[src/rtl/ram_dp_clr_if.sv]
// Bus bundle for ram_dp_clr: CPU read/write port A, renderer read-only port B
// and the ready/err status outputs.
interface ram_dp_clr_if #(
    parameter int DATA_WIDTH = 32,
    parameter int ADDR_WIDTH = 6
);
    logic                    ready;
    logic                    err;

    logic                    a_en;
    logic                    a_we;
    logic [DATA_WIDTH/8-1:0] a_be;
    logic [ADDR_WIDTH-1:0]   a_addr;
    logic [DATA_WIDTH-1:0]   a_wdata;
    logic [DATA_WIDTH-1:0]   a_rdata;
    logic                    a_rvalid;

    logic                    b_en;
    logic [ADDR_WIDTH-1:0]   b_addr;
    logic [DATA_WIDTH-1:0]   b_rdata;
    logic                    b_rvalid;

    modport master (
        output a_en, a_we, a_be, a_addr, a_wdata, b_en, b_addr,
        input  ready, err, a_rdata, a_rvalid, b_rdata, b_rvalid
    );

    modport slave (
        input  a_en, a_we, a_be, a_addr, a_wdata, b_en, b_addr,
        output ready, err, a_rdata, a_rvalid, b_rdata, b_rvalid
    );
endinterface

[src/rtl/ram_dp_clr.sv]
// Dual-port synchronous RAM: byte-lane read/write port A, read-only port B,
// self-clearing after every reset, write-through forwarding on A-write/B-read collisions.
module ram_dp_clr #(
    parameter int DATA_WIDTH = 32,
    parameter int ADDR_WIDTH = 6,
    parameter int DEPTH      = 64
) (
    input  logic        clk,
    input  logic        reset,
    ram_dp_clr_if.slave bus
);
    localparam int                    NB        = DATA_WIDTH / 8;
    localparam logic [ADDR_WIDTH:0]   DEPTH_W   = (ADDR_WIDTH + 1)'(DEPTH);
    localparam logic [ADDR_WIDTH-1:0] LAST_ADDR = ADDR_WIDTH'(DEPTH - 1);

    typedef enum logic [0:0] {
        ST_CLEAR = 1'b0,
        ST_READY = 1'b1
    } state_t;

    function automatic logic [DATA_WIDTH-1:0] merge_lanes(
        input logic [DATA_WIDTH-1:0] old_word,
        input logic [DATA_WIDTH-1:0] new_word,
        input logic [NB-1:0]         be
    );
        logic [DATA_WIDTH-1:0] res;
        res = old_word;
        for (int i = 0; i < NB; i++) begin
            if (be[i]) begin
                res[8*i +: 8] = new_word[8*i +: 8];
            end else begin
                res[8*i +: 8] = old_word[8*i +: 8];
            end
        end
        return res;
    endfunction

    logic [DATA_WIDTH-1:0] mem_r [DEPTH];

    state_t                state_r;
    logic [ADDR_WIDTH-1:0] clr_cnt_r;
    logic                  ready_r;
    logic                  err_r;
    logic [DATA_WIDTH-1:0] a_rdata_r;
    logic                  a_rvalid_r;
    logic [DATA_WIDTH-1:0] b_rdata_r;
    logic                  b_rvalid_r;

    logic                  a_in_rng_s;
    logic                  b_in_rng_s;
    logic                  a_act_s;
    logic                  b_act_s;
    logic                  a_wr_s;
    logic [DATA_WIDTH-1:0] a_old_s;
    logic [DATA_WIDTH-1:0] b_old_s;
    logic [DATA_WIDTH-1:0] merged_s;
    logic [DATA_WIDTH-1:0] b_word_s;
    logic                  mem_we_s;
    logic [ADDR_WIDTH-1:0] mem_waddr_s;
    logic [DATA_WIDTH-1:0] mem_wdata_s;

    // Decode port accesses and fetch the words they address (out-of-range reads yield zero).
    always_comb begin
        a_in_rng_s = ({1'b0, bus.a_addr} < DEPTH_W);
        b_in_rng_s = ({1'b0, bus.b_addr} < DEPTH_W);
        a_act_s    = (state_r == ST_READY) && bus.a_en;
        b_act_s    = (state_r == ST_READY) && bus.b_en;
        a_wr_s     = a_act_s && bus.a_we && a_in_rng_s;
        a_old_s    = '0;
        b_old_s    = '0;
        if (a_in_rng_s) begin
            a_old_s = mem_r[bus.a_addr];
        end else begin
            a_old_s = '0;
        end
        if (b_in_rng_s) begin
            b_old_s = mem_r[bus.b_addr];
        end else begin
            b_old_s = '0;
        end
        merged_s = merge_lanes(a_old_s, bus.a_wdata, bus.a_be);
        // B sees the merged word when A writes the same address this cycle
        if (a_wr_s && (bus.b_addr == bus.a_addr)) begin
            b_word_s = merged_s;
        end else begin
            b_word_s = b_old_s;
        end
    end

    // Single array write port shared by the clear sequencer and port A.
    always_comb begin
        mem_we_s    = 1'b0;
        mem_waddr_s = '0;
        mem_wdata_s = '0;
        if (reset) begin
            mem_we_s = 1'b0;
        end else if (state_r == ST_CLEAR) begin
            mem_we_s    = 1'b1;
            mem_waddr_s = clr_cnt_r;
            mem_wdata_s = '0;
        end else if (a_wr_s) begin
            mem_we_s    = 1'b1;
            mem_waddr_s = bus.a_addr;
            mem_wdata_s = merged_s;
        end else begin
            mem_we_s = 1'b0;
        end
    end

    // Storage array; deliberately has no reset.
    always_ff @(posedge clk) begin
        if (mem_we_s) begin
            mem_r[mem_waddr_s] <= mem_wdata_s;
        end
    end

    // Clear/ready sequencer plus registered read data, valid and sticky error.
    always_ff @(posedge clk) begin
        if (reset) begin
            state_r    <= ST_CLEAR;
            clr_cnt_r  <= '0;
            ready_r    <= 1'b0;
            err_r      <= 1'b0;
            a_rdata_r  <= '0;
            a_rvalid_r <= 1'b0;
            b_rdata_r  <= '0;
            b_rvalid_r <= 1'b0;
        end else begin
            case (state_r)
                ST_CLEAR: begin
                    clr_cnt_r  <= clr_cnt_r + ADDR_WIDTH'(1);
                    a_rdata_r  <= '0;
                    a_rvalid_r <= 1'b0;
                    b_rdata_r  <= '0;
                    b_rvalid_r <= 1'b0;
                    if (clr_cnt_r == LAST_ADDR) begin
                        state_r <= ST_READY;
                        ready_r <= 1'b1;
                    end else begin
                        state_r <= ST_CLEAR;
                    end
                end
                ST_READY: begin
                    a_rvalid_r <= a_act_s && !bus.a_we;
                    b_rvalid_r <= b_act_s;
                    if (a_act_s && !bus.a_we) begin
                        a_rdata_r <= a_old_s;
                    end
                    if (b_act_s) begin
                        b_rdata_r <= b_word_s;
                    end
                    if ((a_act_s && !a_in_rng_s) || (b_act_s && !b_in_rng_s)) begin
                        err_r <= 1'b1;
                    end
                end
                default: begin
                    state_r   <= ST_CLEAR;
                    clr_cnt_r <= '0;
                    ready_r   <= 1'b0;
                end
            endcase
        end
    end

    assign bus.ready    = ready_r;
    assign bus.err      = err_r;
    assign bus.a_rdata  = a_rdata_r;
    assign bus.a_rvalid = a_rvalid_r;
    assign bus.b_rdata  = b_rdata_r;
    assign bus.b_rvalid = b_rvalid_r;
endmodule

[src/flat_wrapper.sv]
// flat-port wrapper written by rule: the top's interface ports become plain ports
module ram_dp_clr_flat 
#(
    parameter int DATA_WIDTH = 32,
    parameter int ADDR_WIDTH = 6,
    parameter int DEPTH      = 64
)
  (clk, reset, bus_a_en, bus_a_we, bus_a_be, bus_a_addr, bus_a_wdata, bus_b_en, bus_b_addr, bus_ready, bus_err, bus_a_rdata, bus_a_rvalid, bus_b_rdata, bus_b_rvalid);
  ram_dp_clr_if #(.DATA_WIDTH(DATA_WIDTH), .ADDR_WIDTH(ADDR_WIDTH)) bus_i ();
  input  logic clk;
  input  logic reset;
  input wire logic [$bits(bus_i.a_en)-1:0] bus_a_en;
  input wire logic [$bits(bus_i.a_we)-1:0] bus_a_we;
  input wire logic [$bits(bus_i.a_be)-1:0] bus_a_be;
  input wire logic [$bits(bus_i.a_addr)-1:0] bus_a_addr;
  input wire logic [$bits(bus_i.a_wdata)-1:0] bus_a_wdata;
  input wire logic [$bits(bus_i.b_en)-1:0] bus_b_en;
  input wire logic [$bits(bus_i.b_addr)-1:0] bus_b_addr;
  output wire logic [$bits(bus_i.ready)-1:0] bus_ready;
  output wire logic [$bits(bus_i.err)-1:0] bus_err;
  output wire logic [$bits(bus_i.a_rdata)-1:0] bus_a_rdata;
  output wire logic [$bits(bus_i.a_rvalid)-1:0] bus_a_rvalid;
  output wire logic [$bits(bus_i.b_rdata)-1:0] bus_b_rdata;
  output wire logic [$bits(bus_i.b_rvalid)-1:0] bus_b_rvalid;
  assign bus_i.a_en = bus_a_en;
  assign bus_i.a_we = bus_a_we;
  assign bus_i.a_be = bus_a_be;
  assign bus_i.a_addr = bus_a_addr;
  assign bus_i.a_wdata = bus_a_wdata;
  assign bus_i.b_en = bus_b_en;
  assign bus_i.b_addr = bus_b_addr;
  assign bus_ready = bus_i.ready;
  assign bus_err = bus_i.err;
  assign bus_a_rdata = bus_i.a_rdata;
  assign bus_a_rvalid = bus_i.a_rvalid;
  assign bus_b_rdata = bus_i.b_rdata;
  assign bus_b_rvalid = bus_i.b_rvalid;
  ram_dp_clr #(.DATA_WIDTH(DATA_WIDTH), .ADDR_WIDTH(ADDR_WIDTH), .DEPTH(DEPTH)) u_core (.clk(clk), .reset(reset), .bus(bus_i));
endmodule
[config.mk]
export PLATFORM = sky130hd
export DESIGN_NAME = ram_dp_clr_flat
export DESIGN_NICKNAME = d
export VERILOG_FILES = /design/src/rtl/ram_dp_clr_if.sv /design/src/rtl/ram_dp_clr.sv /design/src/flat_wrapper.sv
export SDC_FILE = /design/constraint.sdc
export NUM_CORES = 2
export LEC_CHECK = 0
export BUFFER_PORTS_ARGS = -buffer_cell sky130_fd_sc_hd__buf_2
export CAP_MARGIN = 20
export CORE_UTILIZATION = 40
export CTS_CLUSTER_SIZE = 40
export DETAILED_ROUTE_END_ITERATION = 8
export PLACE_DENSITY = 0.52
export SLEW_MARGIN = 20
export SYNTH_ARGS = -nofsm -noshare
export SYNTH_HDL_FRONTEND = slang
export SYNTH_SLANG_ARGS = --single-unit
[constraint.sdc]
create_clock -name clk -period 5.3 [get_ports clk]
set_input_delay 0 -clock clk [delete_from_list [all_inputs] [get_ports clk]]
set_output_delay 0 -clock clk [all_outputs]
set_load 0.01 [all_outputs]
==> impl_metrics.toml <==
[sta]
worst_clock_skew_ns = 0.0653
finalHoldViolCount = 0
slew_viol_final = 0
report.final.setup_viol = 0
fin_tns_setup_ns = 0
worst_slew_margin_rel = 0.183
tightestPinTransition_ns = 1.23
fin_crit_sh = 0.782
timing.final.crit_period_ns = 4.14
fmaxAchievable_mhz = 241
setup_repair_after_global_routing_missed_its_margin = "no"

[critical_path]
startpoint_class_of_the_critical_path = "flip-flop"
critPathArrivalTime_ns = 4.63
crit_chain = "nor2b_4 -> and3_1 -> buf_4 -> a22oi_1 -> nand2_1 -> nor2_4 -> buf_4"
worst_setup_path_end_kind = "flip-flop"
cp_max_fo = 21
max_stage_delay_ns = 0.91
r2r_setup_slack_ns = 1.16
slowest_cell_on_crit_path = "nor2_4"
cp_common_cell = "buf_4"
setup.worst_path.class = "flip-flop to flip-flop"
critPathRequiredTime_ns = 5.79

[yosys]
synth_top_family_by_area = "multiplexers"
synthArstFlopShare = 0
basic_gate_share_of_the_synthesized_area_counting_and_or_nand_and_nor_cells = 0.0236
synth_xor_area_frac = 0.000896
synth-edff-count = 2048
synthCells = 4902
synth-seq-cells = 2122
synth_fa_ha_area_frac = 0.000128
synth.mux.area_fraction = 0.263
ys_warnings = 0
syn-mean-instance-area_sq_um = 19.9
synth.cell_area_sq_um = 97800
syn_nets = 4956
ys.flop_type = "edfxtp_1"
synth-compound-area-share = 0.0461
synth-seq-area-share = 0.644
synth_cell_type_count = 62

[clock_tree]
clk_root_buffer_cell = "clkbuf_16"
tritoncts.num_buffers = 228
post_cts_buffers = 0
clkSinkCount = 2122
clkSlewWorstSetupHoldPaths_ns = 0.06
resize_count_post_cts = 0
clock_tree_buffer_depth = 3
clkLatencyLatePin_ns = 0.89
cts_tree = "done"
clock_tree.htree_level_count = 4

[floorplan]
boundaryPins = 121
core_area_sq_um = 243000
die_area_sq_um = 246000
chip_width_microns = 496
floorplan.initialDensity = 0.402
die_y_microns = 496
core.rowCount = 181

[drt]
avgViaCountPerCell = 6.89
drc = 0
drt-wirelength-per-cell_microns = 44.3
drt_pre_antenna_iters = 8
route.final.wire_length_microns = 383000
final_antenna_net_count = 0
initialDrtViolationCount = 9165
route.vias.total = 59600

[global_route]
total_routing_usage_reported_by_global_routing = 0.311
grt_antenna_before_repair = 14
pin_count_of_the_biggest_net_entering_global_routing = 85
grt_remaining_overflow = 0
grt_pass1_vias = 58600
first_pass_grt_wire_length_microns = 514000

[final_layout]
mostFrequentLayoutCells = "edfxtp_1 (2048), mux4_2 (1060), clkbuf_16 (231)"
num-nets-final = 5286
post_route_cells_drive_above_1_share = 0.364
fin_util = 0.463
area_growth_pct = 15.1
final_common_cell = "edfxtp_1"

[run_status]
status = "complete, no violations"

[hold_path]
hold_path.class = "input port to flip-flop"

[flow_run]
max_cap_violations = 0

[power]
p_leak_uw = 0.0397
cellPowerDensity_nw_per_um2 = 319
ir_worst_vdd_v = 0.000305

[placed_design]
hpwl_microns = 229000
gp_routability_congestion = 0.874
port-buffer-count = 119
[synthesized netlist by cell type, types with 26 or more instances]
cell,number,area (sq um)
clkbuf_1,146,548
and2_1,27,169
a22o_1,53,464
dfxtp_1,74,1480
nor2_1,146,548
buf_6,28,315
buf_2,129,646
a221oi_1,75,657
mux2_2,31,349
mux2i_1,151,1510
nand2_1,161,604
buf_1,29,109
a22oi_1,173,1300
buf_4,61,458
mux4_2,1060,23900
a21oi_1,64,320
nand3_1,47,235
o22ai_1,26,163
edfxtp_1,2048,61500
nor2b_1,28,175
o21ai_0,76,380
[repair_timing]
item	in CTS	in global routing
hold endpoints to repair	825	24
hold buffers	70	1
endpoints found under the setup margin	0	0
[cell type report]
| class | count | area (sq um) |
|---|---|---|
| Sequential cell | 2122 | 63000 |
| Timing Repair Buffer | 495 | 4680 |
| Fill cell | 20300 | 130000 |
| Antenna cell | 9 | 22.5 |
| Inverter | 5 | 23.8 |
| Multi-Input combinational cell | 2380 | 33500 |
| Clock inverter | 121 | 1030 |
| Tap cell | 3202 | 4010 |
| Clock buffer | 309 | 6240 |
[final timing paths]
path	cells past startpoint	start	end
setup / recovery	7	u_core.state_r	u_core.mem_r[0][23]
hold / removal	4	bus_a_wdata[15]	u_core.bus.b_rdata[15]
setup reg to reg	7	u_core.state_r	u_core.mem_r[0][23]
hold reg to reg	1	u_core.bus.a_rdata[17]	u_core.bus.a_rdata[17]
[power by group]
part           switching (uW)  internal, uW  total [uW]  leakage (uW)
clock network            6930          8780       15700       0.00356
logic                    1300           741        2050        0.0126
registers                25.5         18200       18200        0.0235
total                    8260         27700       35900        0.0397
[routing by layer]
metal	routed length (microns)	up-vias	track usage
met3	40800	762	0.0734
met2	174000	4026	0.471
met1	149000	32700	0.429
li1	-	22100	-
met5	34	-	0
met4	19200	6	0.134
[sequential cells by signal, indices dropped and copies added (netlist names)]
name,count
u_core.bus.a_rdata,32
u_core.bus.a_rvalid,1
u_core.bus.b_rdata,32
u_core.bus.b_rvalid,1
u_core.bus.ready,1
u_core.clr_cnt_r,6
u_core.mem_r,2048
u_core.state_r,1
[cells by family (layout without fill, tap and decap cells)]
| group | count (synthesis) | in the layout |
|---|---|---|
| other | 1 | 10 |
| AOI/OAI and AO/OA | 627 | 627 |
| xor gates and xnor gates | 10 | 10 |
| muxes | 1242 | 1242 |
| buffers and inverters | 400 | 930 |
| DFF | 2122 | 2122 |
| and+or+nand+nor | 499 | 499 |
| adders and majority gates | 1 | 1 |
[stage by stage]
stage / worst slack (ns) / std cells / total power, uW / cell area [sq um] / hold slack, ns
finish: 1.16 / 8643 / 35900 / 113000 / 0.0552
CTS: 1.22 / 8630 / 36100 / 112000 / 0.00623
global placement: 1.21 / 8118 / 20500 / 104000 / 0.351
detailed placement: 1.17 / 8130 / 20500 / 104000 / 0.360
floorplan: 0.905 / 4902 / 19800 / 97800 / 0.176
global route: 1.13 / 8639 / 36700 / 112000 / 0.0552
[worst max-delay path, delay by kind of cell (launching register included)]
family                 cells  cell delay (ns)
and+or+nand+nor            4             1.85
buffers and inverters      2             1.04
DFF                        1             0.40
AOI/OAI and AO/OA          1             0.37
No activity file was read; power rests on OpenSTA's default activity.
